==> src/rtl/pipeline_pkg.sv <==
// Types, opcode constants and decode helpers shared by the pipeline stages.
// needs_imm() is the single definition of the immediate-bearing opcode set.
package pipeline_pkg;

    localparam logic [4:0] OP_IADD = 5'h0C;
    localparam logic [4:0] OP_LDM  = 5'h12;
    localparam logic [4:0] OP_LDD  = 5'h13;
    localparam logic [4:0] OP_STD  = 5'h14;

    typedef enum logic {
        FETCH_OP  = 1'b0,
        FETCH_IMM = 1'b1
    } fetch_state_t;

    function automatic logic needs_imm(input logic [4:0] opcode);
        return (opcode == OP_IADD) || (opcode == OP_LDM) ||
               (opcode == OP_LDD)  || (opcode == OP_STD);
    endfunction

endpackage

==> src/rtl/ifid_reg.sv <==
// IF/ID pipeline register: load on write, hold on stall, flush clears the payload.
// Handshake: flush beats stall beats load; pc fields survive a flush.
module ifid_reg #(
    parameter int                   W        = 16,
    parameter int                   PW       = 32,
    parameter logic [PW-1:0]        RESET_PC = PW'(32)
) (
    input  logic          clk,
    input  logic          rst_n,
    input  logic          stall,
    input  logic          flush,
    input  logic          load,
    input  logic [W-1:0]  in_inst,
    input  logic [W-1:0]  in_imm,
    input  logic          in_has_imm,
    input  logic [PW-1:0] in_pc,
    input  logic [PW-1:0] in_pc_next,
    output logic          out_valid,
    output logic [W-1:0]  out_inst,
    output logic [W-1:0]  out_imm,
    output logic          out_has_imm,
    output logic [PW-1:0] out_pc,
    output logic [PW-1:0] out_pc_next
);

    logic          valid_d,   valid_q;
    logic [W-1:0]  inst_d,    inst_q;
    logic [W-1:0]  imm_d,     imm_q;
    logic          has_imm_d, has_imm_q;
    logic [PW-1:0] pc_d,      pc_q;
    logic [PW-1:0] pc_next_d, pc_next_q;

    always_comb begin
        valid_d   = valid_q;
        inst_d    = inst_q;
        imm_d     = imm_q;
        has_imm_d = has_imm_q;
        pc_d      = pc_q;
        pc_next_d = pc_next_q;
        if (flush) begin
            valid_d   = 1'b0;
            inst_d    = '0;
            imm_d     = '0;
            has_imm_d = 1'b0;
        end else if (!stall && load) begin
            valid_d   = 1'b1;
            inst_d    = in_inst;
            imm_d     = in_imm;
            has_imm_d = in_has_imm;
            pc_d      = in_pc;
            pc_next_d = in_pc_next;
        end
    end

    always_ff @(posedge clk) begin
        if (!rst_n) begin
            valid_q   <= 1'b0;
            inst_q    <= '0;
            imm_q     <= '0;
            has_imm_q <= 1'b0;
            pc_q      <= RESET_PC;
            pc_next_q <= RESET_PC;
        end else begin
            valid_q   <= valid_d;
            inst_q    <= inst_d;
            imm_q     <= imm_d;
            has_imm_q <= has_imm_d;
            pc_q      <= pc_d;
            pc_next_q <= pc_next_d;
        end
    end

    assign out_valid   = valid_q;
    assign out_inst    = inst_q;
    assign out_imm     = imm_q;
    assign out_has_imm = has_imm_q;
    assign out_pc      = pc_q;
    assign out_pc_next = pc_next_q;

endmodule

==> src/rtl/fetch_stage.sv <==
// Instruction fetch: PC, two-state opcode/immediate FSM and held-instruction register.
// Feeds the IF/ID register; dbg_state exposes the FSM for checkers.
module fetch_stage
    import pipeline_pkg::*;
#(
    parameter int                   Num_of_bits   = 16,
    parameter int                   pc_width      = 32,
    parameter int                   op_code_width = 5,
    parameter logic [pc_width-1:0]  RESET_PC      = pc_width'(32)
) (
    input  logic                   clk,
    input  logic                   rst_n,
    input  logic                   stall,
    input  logic                   redirect,
    input  logic [pc_width-1:0]    redirect_pc,
    output logic [pc_width-1:0]    imem_addr,
    input  logic [Num_of_bits-1:0] imem_data,
    output logic                   ifid_valid,
    output logic [Num_of_bits-1:0] ifid_inst,
    output logic [Num_of_bits-1:0] ifid_imm,
    output logic                   ifid_has_imm,
    output logic [pc_width-1:0]    ifid_pc,
    output logic [pc_width-1:0]    ifid_pc_next,
    output fetch_state_t           dbg_state
);

    fetch_state_t            state_d,     state_q;
    logic [pc_width-1:0]     pc_d,        pc_q;
    logic [Num_of_bits-1:0]  held_inst_d, held_inst_q;
    logic [pc_width-1:0]     held_pc_d,   held_pc_q;

    logic                    opcode_imm;
    logic [pc_width-1:0]     pc_inc;
    logic                    wr_flush;
    logic                    wr_load;
    logic [Num_of_bits-1:0]  wr_inst;
    logic [Num_of_bits-1:0]  wr_imm;
    logic                    wr_has_imm;
    logic [pc_width-1:0]     wr_pc;
    logic [pc_width-1:0]     wr_pc_next;

    assign opcode_imm = needs_imm(5'(imem_data[op_code_width-1:0]));
    assign pc_inc     = pc_q + pc_width'(1);

    always_comb begin
        state_d     = state_q;
        pc_d        = pc_q;
        held_inst_d = held_inst_q;
        held_pc_d   = held_pc_q;
        wr_flush    = 1'b0;
        wr_load     = 1'b0;
        wr_inst     = '0;
        wr_imm      = '0;
        wr_has_imm  = 1'b0;
        wr_pc       = pc_q;
        wr_pc_next  = pc_inc;
        if (redirect) begin
            pc_d        = redirect_pc;
            state_d     = FETCH_OP;
            held_inst_d = '0;
            wr_flush    = 1'b1;
        end else if (!stall) begin
            pc_d = pc_inc;
            case (state_q)
                FETCH_OP: begin
                    if (opcode_imm) begin
                        // Park the opcode word; IF/ID shows a bubble until the immediate arrives.
                        held_inst_d = imem_data;
                        held_pc_d   = pc_q;
                        state_d     = FETCH_IMM;
                        wr_flush    = 1'b1;
                    end else begin
                        wr_load = 1'b1;
                        wr_inst = imem_data;
                    end
                end
                FETCH_IMM: begin
                    wr_load    = 1'b1;
                    wr_inst    = held_inst_q;
                    wr_imm     = imem_data;
                    wr_has_imm = 1'b1;
                    wr_pc      = held_pc_q;
                    state_d    = FETCH_OP;
                end
                default: state_d = FETCH_OP;
            endcase
        end
    end

    always_ff @(posedge clk) begin
        if (!rst_n) begin
            state_q     <= FETCH_OP;
            pc_q        <= RESET_PC;
            held_inst_q <= '0;
            held_pc_q   <= RESET_PC;
        end else begin
            state_q     <= state_d;
            pc_q        <= pc_d;
            held_inst_q <= held_inst_d;
            held_pc_q   <= held_pc_d;
        end
    end

    ifid_reg #(
        .W        (Num_of_bits),
        .PW       (pc_width),
        .RESET_PC (RESET_PC)
    ) u_ifid_reg (
        .clk         (clk),
        .rst_n       (rst_n),
        .stall       (stall),
        .flush       (wr_flush),
        .load        (wr_load),
        .in_inst     (wr_inst),
        .in_imm      (wr_imm),
        .in_has_imm  (wr_has_imm),
        .in_pc       (wr_pc),
        .in_pc_next  (wr_pc_next),
        .out_valid   (ifid_valid),
        .out_inst    (ifid_inst),
        .out_imm     (ifid_imm),
        .out_has_imm (ifid_has_imm),
        .out_pc      (ifid_pc),
        .out_pc_next (ifid_pc_next)
    );

    assign imem_addr = pc_q;
    assign dbg_state = state_q;

endmodule

==> config.mk <==
export PLATFORM = sky130hd
export DESIGN_NAME = fetch_stage
export DESIGN_NICKNAME = d
export VERILOG_FILES = /design/src/rtl/pipeline_pkg.sv /design/src/rtl/ifid_reg.sv /design/src/rtl/fetch_stage.sv
export SDC_FILE = /design/constraint.sdc
export NUM_CORES = 1
export LEC_CHECK = 0
export ABC_AREA = 1
export CAP_MARGIN = 10
export CORE_UTILIZATION = 46
export CTS_CLUSTER_DIAMETER = 120
export CTS_CLUSTER_SIZE = 40
export DETAILED_ROUTE_END_ITERATION = 7
export GPL_TIMING_DRIVEN = 0
export PLACE_DENSITY = 0.79
export RECOVER_POWER = 50
export SLEW_MARGIN = 20
export SYNTH_ARGS = -nofsm -noshare
export SYNTH_HDL_FRONTEND = slang
export SYNTH_HIERARCHICAL = 1
export SYNTH_SLANG_ARGS = --single-unit
==> constraint.sdc <==
create_clock -name clk -period 2.4 [get_ports clk]
set_clock_uncertainty 0.2 [all_clocks]
set_input_delay 0.72 -clock clk [delete_from_list [all_inputs] [get_ports clk]]
set_output_delay 0.72 -clock clk [all_outputs]
set_load 0.01 [all_outputs]
==> results_dict.tcl <==
set metrics [dict create \
    hold_ws_ps 268 \
    synthDistinctLibCells 29 \
    p_per_area_nw_per_um2 600 \
    cts_tree "done" \
    synth_seq_cells 179 \
    leakage_nw 5.13 \
    die_width_um 139 \
    crit_family "buffers and inverters" \
    gp_congestion 0.934 \
    initial_utilization 0.474 \
    cp_cell_sequence "clkdlybuf4s50_1" \
    use_met2 0.448 \
    layout_worst_path_cycle_share 0.994 \
    drt_iter0_drc 717 \
    syn_avg_cell_area_um2 6.48 \
    slew_violations 0 \
    required_ps 1480 \
    placed_cell_area_um2 10700 \
    path_buf_inv 1 \
    synth_cells 1328 \
    num_rows 49 \
    ir_worst_vdd_mv 0.492 \
    syn_nets 1381 \
    syn2layout_area_growth_pct 32.3 \
    cts_sinks 179 \
    critical-path-max-stage-delay_ps 600 \
    cts_buffer_depth 2 \
    drc_errors 10 \
    final_util 0.628 \
    path_class "flop to output port" \
    most-common-layout-cells "nand2_1 (351), nor2_1 (312), dfxtp_1 (160)" \
    hold_class "flop to flop" \
    groute.layer.met1.usage 0.379 \
    grt_max_degree 17 \
    post-route-cell-area_um2 11400 \
    synth_warnings 6 \
    fin_crit_ps 2390 \
    dr_total_vias 8949 \
    final_common_cell "nand2_1" \
    root_buffer "clkbuf_16" \
    final_nets 1583 \
    max_freq_mhz 419 \
    hpwl_um 20000 \
    gr-total-overflow 0 \
    grt_util_all_layers 0.283 \
    end_kind "output port" \
    vias_per_cell 5.05 \
    use_met3 0.0525 \
    status "complete, but fails checks" \
    slew_headroom 0.596 \
    start_kind "flop" \
    grt_pass1_vias 8284 \
    grt_first_pass_wirelength_um 43200 \
    yosysSeqAreaShare 0.416 \
    wl_per_cell_um 15.2 \
    dr.pass1.iters 7 \
    drive_gt1_frac 0.0908 \
    crit_arrival_ps 1470 \
    clk_pin_slew_ps 70 \
    critical_path.max_fanout 6 \
    die_h_um 139 \
    drv_cap 0 \
    die_area_um2 19300 \
    busiest_layer "met2" \
    final-setup-viol-count 0 \
    violations "design-rule violations" \
    antenna_found_initial 1 \
    io_pins 183 \
    finalSetupTns_ps 0 \
    ant_nets 0 \
    hold_viol 0 \
    finalWirelength_um 27000 \
    io_buffer_count 181 \
    rsz0062_at_grt "false" \
    clkLatencyLatePin_ps 430 \
    netlist_area_um2 8610 \
    fillCellCount 1672 \
    holdBufCountCts 0 \
    core-area_um2 18100 \
    cts_buffers 17 \
    tightest_slew_ps 606 \
    htreeDepth 4 \
    cp_slowest_cell "clkdlybuf4s50_1" \
]
-- worst register-to-register path: cells and delay by family, from the launching register on --
family | cells | cell delay, ps
flops | 1 | 420
fa+ha+maj | 1 | 270
compound gates | 1 | 140
simple gates | 7 | 1080
-- logic make-up after synthesis --
kind of cell,Yosys count,share of synthesized area
simple gates,734,0.344
compound gates,182,0.112
fa+ha+maj,1,0.00145
buf+inv,216,0.104
xor+xnor,16,0.0215
flops,179,0.416
-- cell type report --
cell class | instances | area, um^2 | share of cell area
diodes | 1 | 2.50 | 0.000220
clock buffers | 21 | 460 | 0.0404
flip-flops and latches | 179 | 3610 | 0.317
inverters | 148 | 556 | 0.0488
multi-input cells | 933 | 4150 | 0.365
clock inverters | 10 | 128 | 0.0112
repair buffers | 183 | 1810 | 0.159
well taps | 229 | 287 | 0.0252
plain buffers | 68 | 387 | 0.0339
-- Yosys cell counts --
master	number	area [um^2]
inv_2	7	26.3
clkbuf_1	28	105
buf_2	22	110
o21ai_0	128	641
o211ai_1	1	7.51
xor2_2	6	97.6
nand2_4	2	22.5
nor2_8	1	20.0
a211oi_1	16	120
xor2_1	6	52.6
nand3_1	35	175
xnor2_1	4	35.0
nand2_1	353	1330
nor2_2	6	37.5
buf_1	5	18.8
a22oi_1	1	7.51
inv_1	141	529
and2_1	1	6.26
buf_6	3	33.8
ha_1	1	12.5
nor2_4	11	124
dfxtp_1	179	3580
o21ai_1	2	10.0
a21oi_1	28	140
nor2_1	315	1180
a31oi_1	6	37.5
nand2_2	8	50.1
nand3_2	2	20.0
buf_4	10	75.1
-- registers in the layout, indices dropped and copies added (netlist names) --
signal and flops:
held_pc_q 32, imem_addr 32, u_ifid_reg/out_pc 32, u_ifid_reg/out_pc_next 32, held_inst_q 16, u_ifid_reg/out_imm 16
u_ifid_reg/out_inst 16, dbg_state 1, u_ifid_reg/out_has_imm 1, u_ifid_reg/out_valid 1
-- path summary, 6_finish.rpt --
path / slack, ps / cells past startpoint / startpoint / endpoint
worst max-delay path: 10 / 1 / imem_addr[9]$_SDFFE_PN0P_ / imem_addr[9]
worst min-delay path: 270 / 2 / u_ifid_reg/out_inst[10]$_SDFFE_PP0P_ / u_ifid_reg/out_inst[10]$_SDFFE_PP0P_
worst max register to register: 220 / 9 / imem_addr[1]$_SDFFE_PN0P_ / imem_addr[20]$_SDFFE_PN0P_
worst min register to register: 270 / 2 / u_ifid_reg/out_inst[10]$_SDFFE_PP0P_ / u_ifid_reg/out_inst[10]$_SDFFE_PP0P_
-- per-stage QoR --
step / setup slack [ps] / cells / power, W
after floorplan: 115 / 1328 / 0.00366
after global placement: -880 / 1738 / 0.00406
after detailed placement: -884 / 1738 / 0.00408
after CTS: 2.55 / 1771 / 0.00685
after global routing: 2.51 / 1772 / 0.00709
final: 14.3 / 1772 / 0.00683
-- power breakdown --
| part | switching [W] | internal (W) | total, W |
|---|---|---|---|
| clock network | 0.00120 | 0.00160 | 0.00280 |
| registers | 0.000102 | 0.00308 | 0.00318 |
| logic | 0.000491 | 0.000359 | 0.000851 |
| total | 0.00180 | 0.00503 | 0.00683 |
-- routing by layer --
metal	vias up	wire length [um]	part of all wire
met5	-	0	0
met4	0	762	0.028
met3	48	2190	0.081
met2	390	12000	0.45
met1	4050	12000	0.44
li1	4461	-	-
-- repair_timing --
item,CTS,global route
resized for setup,40,37
cloned,0,0
pin swaps,1,3
buffers inserted,2,0
setup endpoints to repair,115,142
Note: power is estimated with default switching activity, not from simulation.
